## src/rtl/uart_pkg.sv

```systemverilog
// Shared UART definitions: transmitter state encoding and default frame format.
// Reused by the transmitter and the future receiver.
`timescale 1ns/1ps
package uart_pkg;

  localparam int UART_DATA_BITS = 8;
  localparam int UART_STOP_BITS = 1;

  typedef enum logic [2:0] {
    ST_IDLE   = 3'd0,
    ST_SYNC   = 3'd1,
    ST_START  = 3'd2,
    ST_DATA   = 3'd3,
    ST_PARITY = 3'd4,
    ST_STOP   = 3'd5
  } uart_tx_state_t;

endpackage

```

## src/rtl/uart_tx_tick.sv

```systemverilog
// Tick-driven UART transmitter: start, LSB-first data, optional parity, stop bits.
// Parity bit is present only when UART_TX_PARITY_EN is defined.
`timescale 1ns/1ps
module uart_tx_tick
  import uart_pkg::*;
#(
  parameter int DATA_BITS  = UART_DATA_BITS,
  parameter int STOP_BITS  = UART_STOP_BITS,
  parameter int PARITY_ODD = 0
) (
  input  logic                 clk,
  input  logic                 reset,
  input  logic                 tick,
  input  logic [DATA_BITS-1:0] tx_data,
  input  logic                 tx_valid,
  output logic                 tx_ready,
  output logic                 txd,
  output logic                 busy
);

  localparam int CNT_W = (DATA_BITS > 1) ? $clog2(DATA_BITS) : 1;
  localparam logic [CNT_W-1:0] LAST_BIT  = CNT_W'(DATA_BITS - 1);
  localparam logic             LAST_STOP = 1'(STOP_BITS - 1);

  if (DATA_BITS < 5 || DATA_BITS > 8 || STOP_BITS < 1 || STOP_BITS > 2 ||
      PARITY_ODD < 0 || PARITY_ODD > 1) begin : g_bad_params
    $error("uart_tx_tick: unsupported parameter set");
  end

  uart_tx_state_t       state_reg;
  logic [DATA_BITS-1:0] shift_reg;
  logic [CNT_W-1:0]     bit_cnt_reg;
  logic                 stop_cnt_reg;
  logic                 txd_reg;
`ifdef UART_TX_PARITY_EN
  logic                 parity_reg;
`endif

  always_ff @(posedge clk or negedge reset) begin
    if (!reset) begin
      state_reg    <= ST_IDLE;
      shift_reg    <= '0;
      bit_cnt_reg  <= '0;
      stop_cnt_reg <= 1'b0;
      txd_reg      <= 1'b1;
`ifdef UART_TX_PARITY_EN
      parity_reg   <= 1'b0;
`endif
    end else begin
      case (state_reg)
        // A tick coinciding with the handshake is deliberately not used here.
        ST_IDLE: begin
          if (tx_valid) begin
            shift_reg <= tx_data;
`ifdef UART_TX_PARITY_EN
            parity_reg <= (^tx_data) ^ PARITY_ODD[0];
`endif
            state_reg <= ST_SYNC;
          end
        end
        ST_SYNC: begin
          if (tick) begin
            txd_reg   <= 1'b0;
            state_reg <= ST_START;
          end
        end
        ST_START: begin
          if (tick) begin
            txd_reg     <= shift_reg[0];
            shift_reg   <= shift_reg >> 1;
            bit_cnt_reg <= '0;
            state_reg   <= ST_DATA;
          end
        end
        ST_DATA: begin
          if (tick) begin
            if (bit_cnt_reg == LAST_BIT) begin
`ifdef UART_TX_PARITY_EN
              txd_reg   <= parity_reg;
              state_reg <= ST_PARITY;
`else
              txd_reg      <= 1'b1;
              stop_cnt_reg <= 1'b0;
              state_reg    <= ST_STOP;
`endif
            end else begin
              txd_reg     <= shift_reg[0];
              shift_reg   <= shift_reg >> 1;
              bit_cnt_reg <= bit_cnt_reg + 1'b1;
            end
          end
        end
`ifdef UART_TX_PARITY_EN
        ST_PARITY: begin
          if (tick) begin
            txd_reg      <= 1'b1;
            stop_cnt_reg <= 1'b0;
            state_reg    <= ST_STOP;
          end
        end
`endif
        ST_STOP: begin
          if (tick) begin
            if (stop_cnt_reg == LAST_STOP) state_reg <= ST_IDLE;
            else stop_cnt_reg <= 1'b1;
          end
        end
        default: begin
          txd_reg   <= 1'b1;
          state_reg <= ST_IDLE;
        end
      endcase
    end
  end

  assign txd      = txd_reg;
  assign tx_ready = (state_reg == ST_IDLE);
  assign busy     = (state_reg != ST_IDLE);

endmodule

```

## config.mk

```make
export PLATFORM = sky130hd
export DESIGN_NAME = uart_tx_tick
export DESIGN_NICKNAME = d
export VERILOG_FILES = /design/src/rtl/uart_pkg.sv /design/src/rtl/uart_tx_tick.sv
export SDC_FILE = /design/constraint.sdc
export NUM_CORES = 1
export LEC_CHECK = 0
export ABC_CLOCK_PERIOD_IN_PS = 2700
export BUFFER_PORTS_ARGS = -buffer_cell sky130_fd_sc_hd__buf_4
export CAP_MARGIN = 20
export CORE_ASPECT_RATIO = 2
export CORE_UTILIZATION = 30
export CTS_CLUSTER_DIAMETER = 150
export DETAILED_ROUTE_END_ITERATION = 7
export PLACE_DENSITY = 0.47
export SLEW_MARGIN = 10
export SYNTH_ARGS = -nofsm -noshare
export SYNTH_HDL_FRONTEND = slang
export SYNTH_SLANG_ARGS = --single-unit
export TNS_END_PERCENT = 100
```

## constraint.sdc

```tcl
create_clock -name clk -period 2.7 [get_ports clk]
set_input_delay 0.54 -clock clk [delete_from_list [all_inputs] [get_ports clk]]
set_output_delay 0.54 -clock clk [all_outputs]
set_load 0.05 [all_outputs]
```

== Yosys cells after proc, flatten, opt, wreduce, memory -nomap -nowiden ==
Cells that the tools add are included.
Word-level totals
  bits in registers: 16
  bits of input ports: 12
  logic and storage cells: 58
Operators by class
  $add $sub $neg: 1
  equal/unequal tests: 13
  muxes and demuxes: 27
  bitwise gates (word level): 1
  reductions and logical operators: 11
Operators with widths (number)
  $mux 8: 4
  $mux 3: 10
  $pmux 8 s3: 1
  $ne 2x2->1 const B: 8
  $pmux 3 s5: 1
  $reduce_and 4->1: 3
  $mux 1: 8
  $reduce_and 7->1: 1
  $eq 3x2->1 const B: 2
  $eq 3x3->1 const B: 2
  $pmux 3 s2: 1
  $reduce_bool 3->1: 2
  $reduce_and 5->1: 1
  $pmux 1 s4: 1
  $reduce_bool 2->1: 2
  $add 3x1->3 const B: 1
  $eq 3x1->1 const B: 1
  $logic_not 3->1: 1
  $pmux 1 s2: 1
  $reduce_or 2->1: 1
  $not 1->1: 1

== Longest topological paths before layout ==
  depth in word-level cells: 4
  mapped depth: 5
  gate-level depth less buffers: 5

== Worst setup path after synthesis ==
OpenSTA, ideal clock, no wires.
  kind: reg2out
  start point: register state_reg[2]
  end point: output tx_ready
  arrival: 1.418 ns
  data required time: 2.160 ns
  setup slack: 0.742 ns
  cell stages (with the launch flop): 4
  buffers on the path: 1
  cell sequence: dfrtp_1 buf_6 or3_1 clkinv_1
Between the ends
  word-level cells in the longest chain between the ends: 1
Ends and longest elaborated chain
  start, declared: line uart_tx_tick.sv:30  | uart_tx_state_t state_reg;
  start signal, assigned: line uart_tx_tick.sv:41  | state_reg <= ST_IDLE;
  start signal, assigned: line uart_tx_tick.sv:58  | state_reg <= ST_SYNC;
  start signal, assigned: line uart_tx_tick.sv:64  | state_reg <= ST_START;
  $logic_not 3->1: line uart_tx_tick.sv:117  | assign tx_ready = (state_reg == ST_IDLE);
  end, declared: line uart_tx_tick.sv:16  | output logic tx_ready,
Every way passes these cells.

== Worst setup path in the final report ==
  start point: register state_reg[0]
  end point: output tx_ready
The elaborated chain is that of the path after synthesis.

==> reports/qor.yml <==
cts:
  cts_buffers: 3
  cts_tree: "built"
  cts_root_buf: "clkbuf_8"
  clockBufferDepth: 2
  cts_hold_buf: 0
  ctsHtreeMaxLevel: 1
  cts_resized: 0
  postCtsSetupBuffers: 0
  clk_pin_slew_ps: 60
  clk_latency_ps: 250
  clock-sinks: 15
synth:
  yosysSeqAreaShare_pct: 41.4
  syn_nets: 102
  synth_cells: 88
  ys_types: 34
  yosys_warnings: 0
  synth_area_sq_um: 910
  avgSynthCellArea_sq_um: 10.3
  synth_seq_cells: 15
timing:
  hold_viol_final: 0
  setup_viol_count_final: 0
  fmax_mhz: 507
  fin_crit_ps: 1970
  finalSetupTns_ps: 0
  maxSlewViolCount: 0
  fin_worst_skew_ps: 2.15
  rsz0062_at_grt: "no"
  fin_crit_sh_pct: 73.0
  setup_slack_ps: 728
  slew_headroom_pct: 64.6
  hold_slack_ps: 141
  worst_pin_slew_ps: 529
placed_design:
  pre_cts_ws_ps: 971
  dp_hpwl_mm: 1.58
  place_area_sq_um: 1010
  port-buffer-count: 14
  gp_congestion: 0.736
finish:
  num_antenna_cells: 0
  drive_gt1_share_pct: 23.0
  final_common_cell: "buf_4"
  layout_common_cells: "buf_4 (15), dfrtp_1 (14), nand2_1 (9)"
  synthToLayoutAreaGrowth_pct: 15.7
  largest_reg_flops: 8
  fin_area_sq_um: 1050
  nets: 115
setup_path:
  reg2reg_depth: 5
  critPathArrivalTime_ps: 1430
  r2r_slack_ps: 970
  required_ps: 2160
  max_stage_delay_ps: 530
  path_cells: "or3_1 -> clkinv_1 -> buf_4"
  critPathCaptureType: "output port"
  crit_fanout: 14
  r2r_end: "shift_reg[1]$_DFFE_PN0P_"
  cp-start-kind: "flip-flop"
  crit_slowest_cell: "dfrtp_1"
  crit_type: "reg -> out"
  r2r-start: "bit_cnt_reg[0]$_DFFE_PN0P_"
grt:
  grt_start_max_net_pins: 16
  grt_pass1_wl_mm: 3.28
  grt_pass1_vias: 719
  gr-total-overflow: 0
  antenna_found_initial: 0
  track_usage_pct: 14.8
drt:
  routed_via_density: 5.84
  drc_errors: 0
  initialDrtViolationCount: 30
  vias: 754
  finalWirelength_mm: 2.13
  antenna_left: 0
  firstDrtPassIters: 4
  wl_per_cell_microns: 16.5
die:
  die_area_sq_um: 3270
  start_util_pct: 32.4
  die_x_microns: 40.9
  placement_rows: 27
  ioPinCount: 15
  core_sq_um: 2800
  die_h_microns: 79.9
power_and_ir_drop:
  seqPwrFrac_pct: 40.3
  power_density_nw_per_um2: 890
  intPower_uw: 589
  power.switching_uw: 348
  power_frac_comb_pct: 40.2
  power_switching_share_pct: 37.1
  totalPowerFinal_uw: 936
  clockPowerShare_pct: 19.5
  power.leakage_nw: 0.480
  ir_drop_v: 0.000403
worst_hold_path:
  worst_hold_path_type: "in -> async"
outcome:
  status: "complete, no violations"
run:
  drv_cap: 0
==> worst max-delay path by stage <==
stage / start / to / slack (ps)
2_1_floorplan: state_reg[2]$_DFFE_PN0P_ / tx_ready / 740
4_1_cts: state_reg[0]$_DFFE_PN0P_ / tx_ready / 720
6_report: state_reg[0]$_DFFE_PN0P_ / tx_ready / 730
3_3_place_gp: bit_cnt_reg[0]$_DFFE_PN0P_ / shift_reg[1]$_DFFE_PN0P_ / 990
3_5_place_dp: bit_cnt_reg[0]$_DFFE_PN0P_ / shift_reg[1]$_DFFE_PN0P_ / 970
5_1_grt: state_reg[0]$_DFFE_PN0P_ / tx_ready / 650
==> metal layers <==
layer / GRT usage (%) / vias up / part of all wire (%)
met2: 24.5 / 21 / 54
met5: 0 / - / 0
met3: 2.51 / 6 / 3.9
li1: - / 359 / -
met4: 9.00 / 0 / 3.5
met1: 15.7 / 368 / 39
==> synthesized netlist by cell type (all sizes together) <==
master | n | area (sq um)
nand3 | 1 | 5.00
nor2b | 1 | 6.26
a2bb2oi | 1 | 8.76
o311ai | 1 | 8.76
a31oi | 7 | 43.8
a311oi | 8 | 70.1
a22o | 1 | 10.0
dfstp | 1 | 26.3
nor2 | 1 | 3.75
mux2i | 7 | 70.1
a21oi | 1 | 5.00
and2 | 2 | 12.5
or3 | 1 | 6.26
nand2 | 9 | 33.8
a41o | 1 | 10.0
o21ai | 4 | 23.8
a21boi | 1 | 7.51
dfrtp | 14 | 350
nor4b | 1 | 23.8
nor3 | 3 | 15.0
or4b | 1 | 10.0
ha | 2 | 25.0
a211oi | 2 | 15.0
inv | 4 | 15.0
or3b | 1 | 8.76
nand2b | 2 | 12.5
nand3b | 1 | 20.0
a21o | 1 | 7.51
buf | 7 | 51.3
clkinv | 1 | 3.75
==> stage by stage <==
stage               utilization [%]  std cells
floorplan                         -         88
finish                         37.5        129
detailed placement             35.9        125
CTS                            37.5        129
global placement               35.9        125
global route                   37.5        129
==> cell families (layout without fill, tap and decap cells) <==
logic type	after synthesis	after routing	synth area share, %
AO/OA/AOI/OAI	28	28	23.1
adder cells (fa/ha/maj)	2	2	2.75
buffers and inverters	12	24	7.70
flip-flops	15	15	41.4
multiplexers	7	7	7.70
AND/OR/NAND/NOR	24	24	17.3
==> area by class of cell <==
cell class,instances,area (sq um)
fillers,308,1750
multi-input cells,61,463
flip-flops and latches,15,377
repair buffers,15,113
clock buffers,4,45.0
well taps,29,36.3
inverters,5,18.8
==> critical path, delay by kind of cell (launching register included) <==
family / cells / cell delay, ps
buffers and inverters: 2 / 260
flip-flops: 1 / 530
AND/OR/NAND/NOR: 1 / 400
==> power groups by stage <==
stage	logic (mW)	clock network, mW	registers, mW
detailed placement	0.383	0	0.382
global route	0.418	0.203	0.392
floorplan	0.292	0	0.381
global placement	0.379	0	0.381
CTS	0.385	0.193	0.378
finish	0.377	0.183	0.377
Power figures use the tool's default switching activity.
